`src/rtl/tl45_operand_read_fwd.sv`:
```
// Register-read / operand-forwarding stage: resolves operands across NFWD buses, stalls on pending results.
// Optional stall-cycle counter enabled by defining TL45_RR_PERF_EN.
module tl45_operand_read_fwd #(
    parameter int          XLEN          = 32,
    parameter int          NREG          = 16,
    parameter int          NFWD          = 2,
    parameter logic [4:0]  BRANCH_OPCODE = 5'h0C,
    localparam int         AW            = $clog2(NREG)
) (
    input  logic                 i_clk,
    input  logic                 i_reset_n,
    input  logic                 i_flush,
    input  logic                 i_valid,
    output logic                 o_ready,
    input  logic [4:0]           i_opcode,
    input  logic                 i_ri,
    input  logic [AW-1:0]        i_dr,
    input  logic [AW-1:0]        i_sr1,
    input  logic [AW-1:0]        i_sr2,
    input  logic [XLEN-1:0]      i_imm,
    input  logic [XLEN-1:0]      i_pc,
    output logic [AW-1:0]        o_dprf_read_a1,
    output logic [AW-1:0]        o_dprf_read_a2,
    input  logic [XLEN-1:0]      i_dprf_d1,
    input  logic [XLEN-1:0]      i_dprf_d2,
    input  logic [NFWD-1:0]      i_fwd_valid,
    input  logic [NFWD-1:0]      i_fwd_pending,
    input  logic [NFWD*AW-1:0]   i_fwd_reg,
    input  logic [NFWD*XLEN-1:0] i_fwd_data,
    output logic                 o_valid,
    input  logic                 i_ready,
    output logic [4:0]           o_opcode,
    output logic [AW-1:0]        o_dr,
    output logic [3:0]           o_jmp_cond,
    output logic [XLEN-1:0]      o_sr1_val,
    output logic [XLEN-1:0]      o_sr2_val,
    output logic [XLEN-1:0]      o_target_address_offset,
    output logic [XLEN-1:0]      o_pc,
    output logic                 o_hazard,
    output logic [31:0]          o_stall_count
);

    typedef enum logic {RUN = 1'b0, STALL = 1'b1} state_t;

    typedef struct packed {
        logic            haz;
        logic [XLEN-1:0] val;
    } opnd_t;

    // The first matching bus decides, so a pending young producer masks an older ready one.
    function automatic opnd_t resolve(
        input logic [AW-1:0]        s,
        input logic [XLEN-1:0]      dprf,
        input logic [NFWD-1:0]      fv,
        input logic [NFWD-1:0]      fp,
        input logic [NFWD*AW-1:0]   fr,
        input logic [NFWD*XLEN-1:0] fd
    );
        opnd_t r;
        logic  hit;
        r.haz = 1'b0;
        r.val = dprf;
        hit   = 1'b0;
        if (s == '0) begin
            r.val = '0;
        end else begin
            for (int k = 0; k < NFWD; k++) begin
                if (!hit && fv[k] && fr[k*AW +: AW] == s) begin
                    hit   = 1'b1;
                    r.haz = fp[k];
                    if (!fp[k]) r.val = fd[k*XLEN +: XLEN];
                end
            end
        end
        return r;
    endfunction

    state_t          state, state_nxt;
    opnd_t           src1, src2;
    logic [XLEN-1:0] sr2_val;
    logic            hazard_now;
    logic            accept;

    assign o_dprf_read_a1 = i_sr1;
    assign o_dprf_read_a2 = i_sr2;

    always_comb begin
        src1       = resolve(i_sr1, i_dprf_d1, i_fwd_valid, i_fwd_pending, i_fwd_reg, i_fwd_data);
        src2       = resolve(i_sr2, i_dprf_d2, i_fwd_valid, i_fwd_pending, i_fwd_reg, i_fwd_data);
        sr2_val    = i_ri ? i_imm : src2.val;
        hazard_now = i_valid && (src1.haz || (!i_ri && src2.haz));
    end

    always_ff @(posedge i_clk or negedge i_reset_n) begin
        if (!i_reset_n) state <= RUN;
        else            state <= state_nxt;
    end

    always_comb begin
        state_nxt = state;
        unique case (state)
            RUN:     if (hazard_now)  state_nxt = STALL;
            STALL:   if (!hazard_now) state_nxt = RUN;
            default: state_nxt = RUN;
        endcase
        if (i_flush) state_nxt = RUN;
    end

    always_comb begin
        o_hazard = (state == STALL);
        o_ready  = (state == RUN) && (!o_valid || i_ready) && !hazard_now && !i_flush;
    end

    assign accept = i_valid && o_ready;

    always_ff @(posedge i_clk or negedge i_reset_n) begin
        if (!i_reset_n) begin
            o_valid                 <= 1'b0;
            o_opcode                <= '0;
            o_dr                    <= '0;
            o_jmp_cond              <= '0;
            o_sr1_val               <= '0;
            o_sr2_val               <= '0;
            o_target_address_offset <= '0;
            o_pc                    <= '0;
        end else if (i_flush) begin
            o_valid                 <= 1'b0;
            o_opcode                <= '0;
            o_dr                    <= '0;
            o_jmp_cond              <= '0;
            o_sr1_val               <= '0;
            o_sr2_val               <= '0;
            o_target_address_offset <= '0;
            o_pc                    <= '0;
        end else if (accept) begin
            o_valid                 <= 1'b1;
            o_opcode                <= i_opcode;
            o_sr1_val               <= src1.val;
            o_sr2_val               <= sr2_val;
            o_target_address_offset <= i_imm;
            o_pc                    <= i_pc;
            if (i_opcode == BRANCH_OPCODE) begin
                o_dr       <= '0;
                o_jmp_cond <= i_dr[3:0];
            end else begin
                o_dr       <= i_dr;
                o_jmp_cond <= '0;
            end
        end else if (o_valid && i_ready) begin
            // Drained with nothing new: emit a bubble, other fields keep their last value.
            o_valid  <= 1'b0;
            o_opcode <= '0;
        end
    end

`ifdef TL45_RR_PERF_EN
    logic [31:0] stall_cnt;

    always_ff @(posedge i_clk or negedge i_reset_n) begin
        if (!i_reset_n)            stall_cnt <= '0;
        else if (state == STALL)   stall_cnt <= stall_cnt + 32'd1;
    end

    assign o_stall_count = stall_cnt;
`else
    assign o_stall_count = '0;
`endif

endmodule

```
`config.mk`:
```
export PLATFORM = sky130hd
export DESIGN_NAME = tl45_operand_read_fwd
export DESIGN_NICKNAME = d
export VERILOG_FILES = /design/src/rtl/tl45_operand_read_fwd.sv
export SDC_FILE = /design/constraint.sdc
export NUM_CORES = 1
export LEC_CHECK = 0
export CELL_PAD_IN_SITES_DETAIL_PLACEMENT = 0
export CELL_PAD_IN_SITES_GLOBAL_PLACEMENT = 1
export CORE_AREA = 2 2 159 161
export DETAILED_ROUTE_END_ITERATION = 8
export DIE_AREA = 0 0 161 163
export DONT_BUFFER_PORTS = 1
export HOLD_SLACK_MARGIN = 0.15
export PLACE_DENSITY_LB_ADDON = 0.15
export SLEW_MARGIN = 0
export SYNTH_ARGS = -nofsm -noshare
export SYNTH_HDL_FRONTEND = slang
export SYNTH_SLANG_ARGS = --single-unit
export TNS_END_PERCENT = 1
```
`constraint.sdc`:
```
create_clock -name i_clk -period 2.4 [get_ports i_clk]
set_clock_uncertainty 0.05 [all_clocks]
set_input_delay 0.12 -clock i_clk [delete_from_list [all_inputs] [get_ports i_clk]]
set_output_delay 0.12 -clock i_clk [all_outputs]
set_load 0.01 [all_outputs]
```
==> impl_results.md, run 1 <==
- Status: aborted with a tool error
- Failing step: clock tree synthesis
- Tool error: [ERROR RSZ-0060] Max buffer count reached.
- Placer congestion estimate: slightly above 0.8
- Post-Synthesis Cells: 817
- Post-synth ARST share: 100%
- DIE WIDTH: 161 µm
- Hpwl dp: 18,900 µm
- Synth area leader: dfrtp_1
- Avg Cell Area, Syn: 10.3 µm²
- Postcts setup bufs: 0
- Port Buffers: 0
- Unique masters post-synth: 40
- Synth warn: 0
- Post-cts resize count: 0
- Mapped cell area: ~8500 µm²
- Ports: between 400 and 500
- Synth top area cells: dfrtp_1 (42%), mux2i_1 (9.1%), mux2_2 (8.5%), nor2b_1 (7.2%), mux2_1 (4.3%)
- Top_reg_cell synth: dfrtp_1
- Hold Buf Count CTS: about 230
- Post-synth EDFFs: 0
- Clock sink total: about 140
- Yosys reg bits: ~140
- Sequential share of the synthesized area: a little over two fifths
- Initial Utilization: 34.2%
- Row count: between 50 and 60
- Share of the synthesized area in the top cell type: a little over two fifths
- Htree depth: 4
- Clock Root Buffer: clkbuf_16
- DIE HEIGHT: around 160 µm
- CTS Buffer Depth: 2
- Inserted Clock Buffers: 17
==> cell usage after synthesis, types with 2 or more instances <==
cell	n
dfrtp_1	143
buf_1	3
nor4_1	2
mux2i_1	77
mux2_2	64
a311o_1	13
a31o_2	20
nor2_1	13
buf_2	11
clkbuf_1	41
nor2b_1	97
nor4_2	2
xnor2_1	9
nand2b_1	44
a32oi_1	32
nand2_1	81
or4_1	2
nand4_1	2
o21ai_0	53
mux2_1	32
buf_6	2
buf_4	46
xor2_1	7
inv_1	5
==> through the flow <==
step / cell area (µm²) / cells / hold WS, ps / utilization, % / setup WS [ps]
3_5_place_dp: 8690 / 1098 / -221 / 35.2 / 95.3
3_3_place_gp: 8690 / 1098 / -221 / 35.2 / 166
2_1_floorplan: 8570 / 848 / -226 / - / 432
==> cells by family after synthesis <==
kind of cell,after synthesis,share of synthesized area (%)
muxes,173,21.9
buffers and inverters,108,7.18
xor gates and xnor gates,16,1.66
DFF,143,42.3
and+or+nand+nor,251,16.1
AOI/OAI and AO/OA,125,10.7
other,1,0.0444
==> inputs of run 2 (changes only) <==
--- a/config.mk
+++ b/config.mk
@@ -5,13 +5,10 @@
 export SDC_FILE = /design/constraint.sdc
 export NUM_CORES = 1
 export LEC_CHECK = 0
-export CELL_PAD_IN_SITES_DETAIL_PLACEMENT = 0
-export CELL_PAD_IN_SITES_GLOBAL_PLACEMENT = 1
-export CORE_AREA = 2 2 159 161
+export CORE_AREA = 2 2 158 160
 export DETAILED_ROUTE_END_ITERATION = 8
-export DIE_AREA = 0 0 161 163
+export DIE_AREA = 0 0 160 162
 export DONT_BUFFER_PORTS = 1
-export HOLD_SLACK_MARGIN = 0.15
 export PLACE_DENSITY_LB_ADDON = 0.15
 export SLEW_MARGIN = 0
 export SYNTH_ARGS = -nofsm -noshare
==> run 2 against run 1 <==
Compared with the run above:
- the flow now finishes, with violations (negative hold slack)
- synthesized cell count stayed put
- area after synthesis did not move
==> impl_results.md, run 2 <==
- Status: finished, violations left
- Failing checks: negative hold slack
- Avg Cell Area, Syn: 10.3 µm² (unchanged)
- Mapped cell area: 8450 µm² (unchanged)
- Vias after detailed routing: between 7,000 and 8,000
- HP Class: primary input to asynchronous set/reset pin
- First-pass GRT wire length: roughly 47,000 µm
- Clock share of power: about two fifths
- Initial Utilization: 35.1% (+0.81 points)
- Worst EP arrival: around 2500 ps
- DIE HEIGHT: 162 µm (-0.61%)
- CP Max Fanout: 42
- Initial antenna violation count: 1
- Commonest non-fill, non-tap cells in the layout: dlygate4sd3_1 (196), dfrtp_1 (143), nor2b_1 (97), nand2_1 (80), mux2i_1 (77)
- Synth area leader: dfrtp_1
- Inserted Clock Buffers: 17 (unchanged)
- Antenna viol nets, final: 0
- Detailed Route Iter0 Violations: just under 600
- Crit end category: flip-flop
- Clk Latency, worst-skew pair: approximately 420 ps
- Fin. max-slew vios: 0
- Final setup violation count: 0
- Sw Share: between 20 and 30%
- Largest net degree at the start of global routing: 144
- Synth warn: 0 (unchanged)
- Vias in the first global route: 7,879
- Area grow syn2layout: 33.5%
- Logic pwr share: between 10% and 20%
- Hold slack: -659 ps
- Count leader, synth: dfrtp_1
- Post-synth EDFFs: 0 (unchanged)
- Ports: 411 (unchanged)
- DIE WIDTH: 160 µm (-0.62%)
- Share of the synthesized area in the top cell type: 42.3% (unchanged)
- PD cells: between 500 and 600 nW/µm²
- Most common cell after layout, fill and taps aside: dlygate4sd3_1
- Final layout net count: 1,213
- Top_reg_cell synth: dfrtp_1
- Maximum clock frequency: roughly 460 MHz
- Final Cycle Share: between 90% and 100%
- Maxcap violations: 0
- WS Path Type: flip-flop to flip-flop
- Worst Tran Pin Value: roughly 620 ps
- Hpwl dp: 19,500 µm (+2.7%)
- Routed wire length: around 31,000 µm
- Clock Root Buffer: clkbuf_16
- Core footprint: 24,100 µm²
- Htree depth: 4 (unchanged)
- Top post-synthesis cells by count: dfrtp_1 (143), nor2b_1 (97), nand2_1 (81)
- Setup ws final: ~210 ps
- DR DRC count: 0
- Startpoint class of the critical path: flip-flop
- Int Pwr: 4730 µW
- Post-Synthesis Cells: 817 (unchanged)
- Final routed wire length divided by cell count: 23.4 µm
- Layout cell share with drive strength beyond 1: roughly 15%
- TritonCTS clock tree: done
- Final hold vios: roughly 140
- Sequential cell fraction of total power: between 40% and 50%
- Postcts setup bufs: 0 (unchanged)
- Post-layout util: approximately 47%
- Power Total: roughly 6700 µW
- Leakage: roughly 0.0053 µW
- Sequential share of the synthesized area: 42.3% (unchanged)
- Routed vias/inst: approximately 5.5
- Setup TNS: 0 ps
- Synth top area cells: dfrtp_1 (42%), mux2i_1 (9.1%), mux2_2 (8.5%), nor2b_1 (7.2%), mux2_1 (4.3%)
- Sw power: between 1500 and 2000 µW
- Clock sink total: 143 (unchanged)
- Max VDD drop: between 300 and 400 µV
- Slew headroom: 58.8%
- Unique masters post-synth: 40 (unchanged)
- Post-synth ARST share: 100% (unchanged)
- CP required: roughly 2700 ps
- GRT overflow: 0
- Worst slack at placement: 190 ps (+94.7 ps)
- Hold Buf Count CTS: 198 (-13%)
- Yosys reg bits: 143 (unchanged)
- CTS Buffer Depth: 2 (unchanged)
- Row count: 57 (-1.7%)
- Port Buffers: 0 (unchanged)
- Min cycle time layout: ~2200 ps
- Tot GR Track Use: 23.3%
- RSZ-0062 raised after global routing: false
- DR pass1 iterations: 5
- Clock transition at the registers of the reported paths: 70 ps
- Placer congestion estimate: 0.871 (+5.2%)
- Die area: ~26,000 µm²
run 2: cell counts after synthesis:
Identical to the previous run, type by type.
run 2: cell type report:
cell class,count,area [µm²]
Clock buffer,18,439
Inverter,5,18.8
Sequential cell,143,3580
Tap cell,324,405
Clock inverter,14,154
Antenna cell,1,2.50
Multi-Input combinational cell,597,4430
Fill cell,2257,12800
Timing Repair Buffer,222,2250
run 2: worst paths after layout:
check	startpoint	slack [ps]	endpoint	depth (start not counted)
setup / recovery	o_valid	210	o_sr1_val[15]	6
hold / removal	i_reset_n	-660	o_sr1_val[9]	0
setup reg to reg	o_valid	210	o_sr1_val[15]	6
hold reg to reg	o_opcode[1]	540	o_opcode[1]	2
max in group asynchronous	i_reset_n	2750	o_sr1_val[23]	0
min in group i_clk	i_fwd_data[57]	20	o_sr1_val[25]	3
run 2: metrics by stage:
| stage | area (µm²) | instances |
|---|---|---|
| 2_1_floorplan | 8570 | 848 |
| 3_3_place_gp | 8660 | 1093 |
| 3_5_place_dp | 8660 | 1093 |
| 4_1_cts | 11300 | 1323 |
| 5_1_grt | 11300 | 1323 |
| 6_report | 11300 | 1324 |
run 2: layer usage:
metal	routed length, µm	global-route usage (%)	up-vias
met2	15400	40.3	431
met5	0	0	-
met4	1010	10.2	0
met1	12100	27.4	3633
met3	2540	6.15	70
li1	-	-	3150
run 2: repair_timing:
action,CTS,global route
resized for setup,0,2
endpoints found under the hold margin,286,143
setup endpoints to repair,0,10
run 2: power groups by stage:
stage	logic, µW	clock network [µW]	registers [µW]
floorplan	648	0	2840
global placement	684	0	2910
detailed placement	707	0	2910
CTS	1070	2800	2870
global route	1160	2920	2890
finish	1080	2720	2870
run 2: critical path, cell delays in order (launching register included):
cell	delay, ps
dfrtp_1	440
nand2b_1	130
nor3b_2	270
nand4_4	210
buf_12	270
mux2i_1	140
dlygate4sd3_1	550
run 2: kinds of logic (layout without fill, tap and decap cells):
kind of cell,count (synthesis),after routing,share of synthesized area [%]
xor gates and xnor gates,16,16,1.66
DFF,143,143,42.3
and+or+nand+nor,251,251,16.1
other,1,33,0.0444
muxes,173,173,21.9
AOI/OAI and AO/OA,125,125,10.7
buffers and inverters,108,259,7.18
Power figures use the tool's default switching activity.
==> inputs of run 3 (changes only) <==
==> constraint.sdc (replaced) <==
create_clock -name i_clk -period 2.84 [get_ports i_clk]
set_clock_uncertainty 0.05 [all_clocks]
set_input_delay 0.142 -clock i_clk [delete_from_list [all_inputs] [get_ports i_clk]]
set_output_delay 0.142 -clock i_clk [all_outputs]
set_load 0.01 [all_outputs]
==> run 3 against run 2 <==
Compared with the run above:
- the run still ends with negative hold slack left
- critical endpoint is now o_sr2_val[1]
- register-to-register slack improved by 130 ps
- critical path depth increased by 4
- sequential power decreased by 16%
- largest power group unchanged
- worst hold slack improved by 20 ps
==> impl_results.md, run 3 (synthesized netlist as in run 2, its figures left out) <==
- Clock transition at the registers of the reported paths: 70 ps (about the same)
- Status: finished, violations left
- Clock Root Buffer: clkbuf_16
- Sequential cell fraction of total power: 43.4% (+0.4 points)
- PD cells: 506 nW/µm² (-14%)
- Clk Latency, worst-skew pair: 420 ps (about the same)
- Area grow syn2layout: 30.4%
- Slew headroom: 51.7% (-7.1 points)
- Fill cell count: 2,265 (+0.35%)
- Core footprint: 24,100 µm² (unchanged)
- Layout cell share with drive strength beyond 1: 14.5% (-0.91 points)
- Worst EP arrival: 2890 ps (+440 ps)
- Vias in the first global route: 7,772 (-1.4%)
- Critical path launch point: i_fwd_reg[1]
- Int Pwr: 3960 µW (-16%)
- Port Buffers: 0 (unchanged)
- Antenna viol nets, final: 0 (unchanged)
- RSZ-0062 raised after global routing: false
- Min cycle time layout: approximately 2600 ps
- Largest net degree at the start of global routing: 144 (unchanged)
- DP Cell Count: 1,082 (-1.0%)
- Hold Buf Count CTS: 182 (-8.1%)
- DIE WIDTH: 160 µm (unchanged)
- CTS Buffer Depth: 2 (unchanged)
- Crit end category: flip-flop
- Tot GR Track Use: 22.9% (-0.44 points)
- Startpoint class of the critical path: primary input
- Final layout net count: 1,186 (-2.2%)
- Logic pwr share: 15.7% (-0.5 points)
- FF-to-FF Start: o_valid
- Failing checks: negative hold slack
- Leakage: 0.00521 µW (-2.1%)
- First-pass GRT wire length: 46,200 µm (-0.79%)
- Final Cell Area: 11,000 µm² (-2.3%)
- Finished Layout Cells: 1,296 (-2.1%)
- CP Max Fanout: 32 (-24%)
- GRT overflow: 0 (unchanged)
- Die area: 25,900 µm² (unchanged)
- DIE HEIGHT: 162 µm (unchanged)
- DR pass1 iterations: 5 (unchanged)
- Area of the multi-input gates: 4420 µm² (-0.25%)
- Row count: 57 (unchanged)
- Final Cycle Share: ~90%
- Final setup violation count: 0 (unchanged)
- Most common cell after layout, fill and taps aside: dlygate4sd3_1
- Number of diodes: 0 (-1)
- Fin. max-slew vios: 0 (unchanged)
- Clock share of power: 40.9% (about the same)
- WS Path Type: primary input to flip-flop
- Worst Tran Pin Value: 725 ps (+107 ps)
- TritonCTS clock tree: done
- Hpwl dp: 18,700 µm (-4.0%)
- Hold slack: -638 ps (+20.5 ps)
- Routed vias/inst: 5.47 (-0.50%)
- Initial antenna violation count: 0 (-1)
- Vias after detailed routing: 7,094 (-2.6%)
- Max VDD drop: 310 µV (-12%)
- Clock sink total: 143 (unchanged)
- Placer congestion estimate: 0.863 (-0.85%)
- Maximum clock frequency: around 380 MHz
- Sw Share: 28.9% (-0.18 points)
- Initial Utilization: 35.1% (unchanged)
- Register area: 3580 µm² (unchanged)
- Ports: 411 (unchanged)
- CP required: 3090 ps (+430 ps)
- Dpl cell area: 8580 µm² (-0.95%)
- Maxcap violations: 0 (unchanged)
- HP Class: primary input to asynchronous set/reset pin
- Commonest non-fill, non-tap cells in the layout: dlygate4sd3_1 (180), dfrtp_1 (143), nor2b_1 (97), nand2_1 (80), mux2i_1 (77)
- Routed wire length: 30,100 µm (-3.0%)
- Inserted Clock Buffers: 17 (unchanged)
- Final hold vios: 143 (unchanged)
- Detailed Route Iter0 Violations: 508 (-14%)
- Sw power: 1610 µW (-17%)
- Post-cts resize count: 0 (unchanged)
- DR DRC count: 0 (unchanged)
- Setup TNS: 0 ps (unchanged)
- Htree depth: 4 (unchanged)
- Final routed wire length divided by cell count: 23.2 µm (-0.90%)
[run 3: critical path, cell delays in order]
cell and delay [ps]:
xor2_1 150, nor4_2 270, buf_4 180, a211oi_4 60, buf_4 300, a32oi_1 260, dlygate4sd3_1 570, o21ai_0 70
dlygate4sd3_1 570, mux2_1 280
[run 3: per-stage QoR]
step	setup WS, ps	total power [µW]	util [%]
6_report	206	5570	45.7
5_1_grt	136	5820	45.7
4_1_cts	298	5620	45.7
3_5_place_dp	494	3040	35.6
3_3_place_gp	571	3020	35.6
2_1_floorplan	850	2950	-
[run 3: cell type report]
cell class / instances / share of cell area (%)
Clock buffer: 18 / 3.99
Sequential cell: 143 / 32.5
Inverter: 5 / 0.170
Clock inverter: 14 / 1.33
Tap cell: 324 / 3.68
Timing Repair Buffer: 195 / 18.2
Multi-Input combinational cell: 597 / 40.1
[run 3: timing repair]
action                                 in CTS  in global routing
buffers inserted                            0                  0
setup endpoints to repair                   0                  0
endpoints found under the hold margin     286                143
[run 3: power groups by stage]
stage | clock [µW] | sequential [µW] | combinational (µW)
2_1_floorplan | 0 | 2400 | 548
3_3_place_gp | 0 | 2460 | 563
3_5_place_dp | 0 | 2460 | 582
4_1_cts | 2330 | 2420 | 866
5_1_grt | 2430 | 2440 | 944
6_report | 2280 | 2420 | 873
[run 3: per-layer routing]
layer | share of wire [%] | vias to the layer above | track usage, %
li1 | - | 3070 | -
met1 | 38 | 3571 | 26.9
met2 | 51 | 392 | 40.0
met3 | 8.7 | 61 | 7.05
met4 | 2.4 | 0 | 7.33
met5 | 0 | - | 0
[run 3: path summary, 6_finish.rpt]
| check | end | slack (ps) | cells past startpoint |
|---|---|---|---|
| min in group i_clk | o_sr2_val[25] | 10 | 3 |
| max in group asynchronous | o_sr1_val[21] | 3130 | 0 |
| worst max-delay path | o_sr2_val[1] | 210 | 10 |
| worst min-delay path | o_sr2_val[11] | -640 | 0 |
| worst max register to register | o_target_address_offset[16] | 340 | 6 |
| worst min register to register | o_sr1_val[15] | 560 | 2 |
==> inputs of run 4 (changes only) <==
--- a/config.mk
+++ b/config.mk
@@ -5,9 +5,12 @@
 export SDC_FILE = /design/constraint.sdc
 export NUM_CORES = 1
 export LEC_CHECK = 0
-export CORE_AREA = 2 2 158 160
+export ABC_AREA = 1
+export CELL_PAD_IN_SITES_DETAIL_PLACEMENT = 0
+export CELL_PAD_IN_SITES_GLOBAL_PLACEMENT = 1
+export CORE_AREA = 2 2 161 163
 export DETAILED_ROUTE_END_ITERATION = 8
-export DIE_AREA = 0 0 160 162
+export DIE_AREA = 0 0 163 165
 export DONT_BUFFER_PORTS = 1
 export PLACE_DENSITY_LB_ADDON = 0.15
 export SLEW_MARGIN = 0
==> run 4 against run 3 <==
Compared with the run above:
- the flow still finishes with violations (negative hold slack)
- combinational power rose by 0.8%
- non-clock buffer count shrank 83
- worst setup slack better by 560 ps
- die area up 3.8%
- maximum frequency is 27% higher
- via count grew 21%
- largest cell class unchanged
- sequential share of layout area rose by 2.1 points
- clock power about the same
- cell count up 28%
==> impl_results.md, run 4 <==
- Final Cycle Share: 73.2% (-20 points)
- Max stage delay on crit path: 590 ps (+20 ps)
- Ports: 411 (unchanged)
- Final hold vios: 143 (unchanged)
- Htree depth: 4 (unchanged)
- Routed vias/inst: 5.15 (-5.9%)
- Status: finished, violations left
- Setup ws final: 761 ps (+555 ps)
- Area grow syn2layout: 17.6%
- Sequential share of the synthesized area: 40.6% (-1.7 points)
- Finished Layout Cells: 1,664 (+28%)
- Max VDD drop: 298 µV (-3.8%)
- Failing checks: negative hold slack
- Clock sink total: 143 (unchanged)
- Final routed wire length divided by cell count: 22.1 µm (-4.8%)
- Die area: 26,900 µm² (+3.8%)
- DR pass1 iterations: 7 (+2)
- Slowest-stage cell, CP: nand2_2
- HP Class: primary input to asynchronous set/reset pin
- Placer congestion estimate: 0.864 (about the same)
- CP Max Fanout: 34 (+6.3%)
- Dpl cell area: 8810 µm² (+2.7%)
- Mapped cell area: 8810 µm² (+4.3%)
- Avg Cell Area, Syn: 6.88 µm² (-34%)
- Most common cell after layout, fill and taps aside: nand2_1
- DP Cell Count: 1,533 (+42%)
- Layout cell share with drive strength beyond 1: 8.59% (-5.9 points)
- Vias in the first global route: 8,706 (+12%)
- Antenna viol nets, final: 0 (unchanged)
- Worst EP arrival: 2370 ps (-520 ps)
- Count leader, synth: nand2_1
- Maximum clock frequency: 481 MHz (+27%)
- Fill cell count: 2,714 (+20%)
- Port Buffers: 0 (unchanged)
- DIE HEIGHT: 165 µm (+1.9%)
- Tot GR Track Use: 26.9% (+4.0 points)
- Clock Root Buffer: clkbuf_16
- Share of the synthesized area in the top cell type: 40.6% (-1.7 points)
- RSZ-0062 raised after global routing: false
- Register area: 3580 µm² (unchanged)
- Detailed Route Iter0 Violations: 790 (+56%)
- Hpwl dp: 26,300 µm (+41%)
- Commonest non-fill, non-tap cells in the layout: nand2_1 (475), dfrtp_1 (143), nand3_1 (137), o21ai_0 (98), dlygate4sd3_1 (90)
- Largest net degree at the start of global routing: 144 (unchanged)
- Power Total: 5630 µW (+1.0%)
- Final setup violation count: 0 (unchanged)
- Hold Buf Count CTS: 92 (-49%)
- Vias after detailed routing: 8,572 (+21%)
- PD cells: 544 nW/µm² (+7.5%)
- Synth top area cells: dfrtp_1 (41%), nand2_1 (20%), nand3_1 (7.8%), o21ai_0 (5.6%), buf_4 (4.1%)
- Top_reg_cell synth: dfrtp_1
- Worst slack at placement: 477 ps (-18.0 ps)
- Startpoint class of the critical path: flip-flop
- CP required: 3130 ps (+40 ps)
- Clock transition at the registers of the reported paths: 70 ps (about the same)
- Setup TNS: 0 ps (unchanged)
- Post-Synthesis Cells: 1,281 (+57%)
- Top post-synthesis cells by count: nand2_1 (475), dfrtp_1 (143), nand3_1 (137)
- Postcts setup bufs: 0 (unchanged)
- Yosys reg bits: 143 (unchanged)
- Leakage: 0.00543 µW (+4.2%)
- Area of the multi-input gates: 4290 µm² (-2.8%)
- First-pass GRT wire length: 53,800 µm (+16%)
- Inserted Clock Buffers: 17 (unchanged)
- Fin. max-slew vios: 0 (unchanged)
- Hold slack: -635 ps (+3.95 ps)
- Post-cts resize count: 0 (unchanged)
- Synth area leader: dfrtp_1
- Crit end category: flip-flop
- Synth warn: 0 (unchanged)
- GRT overflow: 0 (unchanged)
- DR DRC count: 0 (unchanged)
- CP Cell Sequence: inv_1, nor2_1, nor3_1, nand4_4, nand2_2, nand2_1, nand2_1
- Initial antenna violation count: 7 (+7)
- WS Path Type: flip-flop to flip-flop
- Final Cell Area: 10,400 µm² (-6.0%)
- DIE WIDTH: 163 µm (+1.9%)
- Initial Utilization: 35.2% (+0.14 points)
- Min cycle time layout: 2080 ps (-555 ps)
- Unique masters post-synth: 32 (-20%)
- Clk Latency, worst-skew pair: 420 ps (about the same)
- Post-synth EDFFs: 0 (unchanged)
- Routed wire length: 36,800 µm (+22%)
- Critical Path Most Common Cell: nand2_1
- Row count: 58 (+1.8%)
- Post-synth ARST share: 100% (unchanged)
- Worst Tran Pin Value: 944 ps (+219 ps)
- Slew headroom: 36.9% (-15 points)
- Maxcap violations: 0 (unchanged)
- TritonCTS clock tree: done
- Core footprint: 25,000 µm² (+3.9%)
- CTS Buffer Depth: 2 (unchanged)
- Final layout net count: 1,541 (+30%)
run 4: changes by cell type in the layout (fill, tap and decap cells not counted), moves of 34 or more:
cell and delta:
a21oi_1 +56, or2_2 +34, nand3_1 +137, nand2b_1 -43, nor2b_1 -97, mux2i_1 -77, nand2_1 +395, mux2_2 -64
inv_1 +75, dlygate4sd3_1 -90, o21ai_0 +45
run 4: final cells by class:
type                       count  area share (%)
clock inverter                14            1.40
inverter                      87            3.19
multi-input combinational    953            41.4
clock buffer                  18            4.24
antenna                        7           0.169
tap                          330            3.99
sequential                   143            34.5
timing repair buffer         112            11.0
run 4: worst max-delay path: cells and delay by family (launching register included):
family / cells / cell delay (ps)
and+or+nand+nor: 6 / 1390
DFF: 1 / 460
buffers and inverters: 1 / 80
run 4: per-stage QoR:
stage / hold slack, ps / utilization, %
2_1_floorplan: -204 / -
3_3_place_gp: -198 / 35.2
3_5_place_dp: -198 / 35.2
4_1_cts: -655 / 41.3
5_1_grt: -667 / 41.4
6_report: -635 / 41.4
run 4: metal layers:
layer | up-vias | GRT usage [%] | share of wire, %
met3 | 24 | 9.22 | 9.3
li1 | 4119 | - | -
met4 | 0 | 6.11 | 1.4
met2 | 356 | 45.6 | 49
met5 | - | 0 | 0
met1 | 4073 | 32.9 | 40
run 4: cell families after synthesis:
group           count (synthesis)  synth area share (%)
compound gates                181                  10.6
buf+inv                       216                  12.2
simple gates                  737                  36.2
flops                         143                  40.6
other cells                     1                0.0426
xor+xnor                        3                 0.384
run 4: worst paths after layout:
check | from | to | slack (ps) | cells past startpoint
min in group i_clk | i_dprf_d1[21] | o_sr1_val[21] | 20 | 4
setup reg to reg | o_valid | o_sr2_val[10] | 760 | 7
hold reg to reg | o_pc[28] | o_pc[28] | 520 | 2
max in group asynchronous | i_reset_n | o_sr2_val[24] | 3030 | 0
setup / recovery | o_valid | o_sr2_val[10] | 760 | 7
hold / removal | i_reset_n | o_sr1_val[18] | -630 | 0
run 4: where the power goes:
group | internal (µW) | leakage [µW] | switching (µW)
logic | 322 | 0.00323 | 558
registers | 2210 | 0.00190 | 249
clock network | 1270 | 0.000290 | 1020
total | 3800 | 0.00543 | 1830
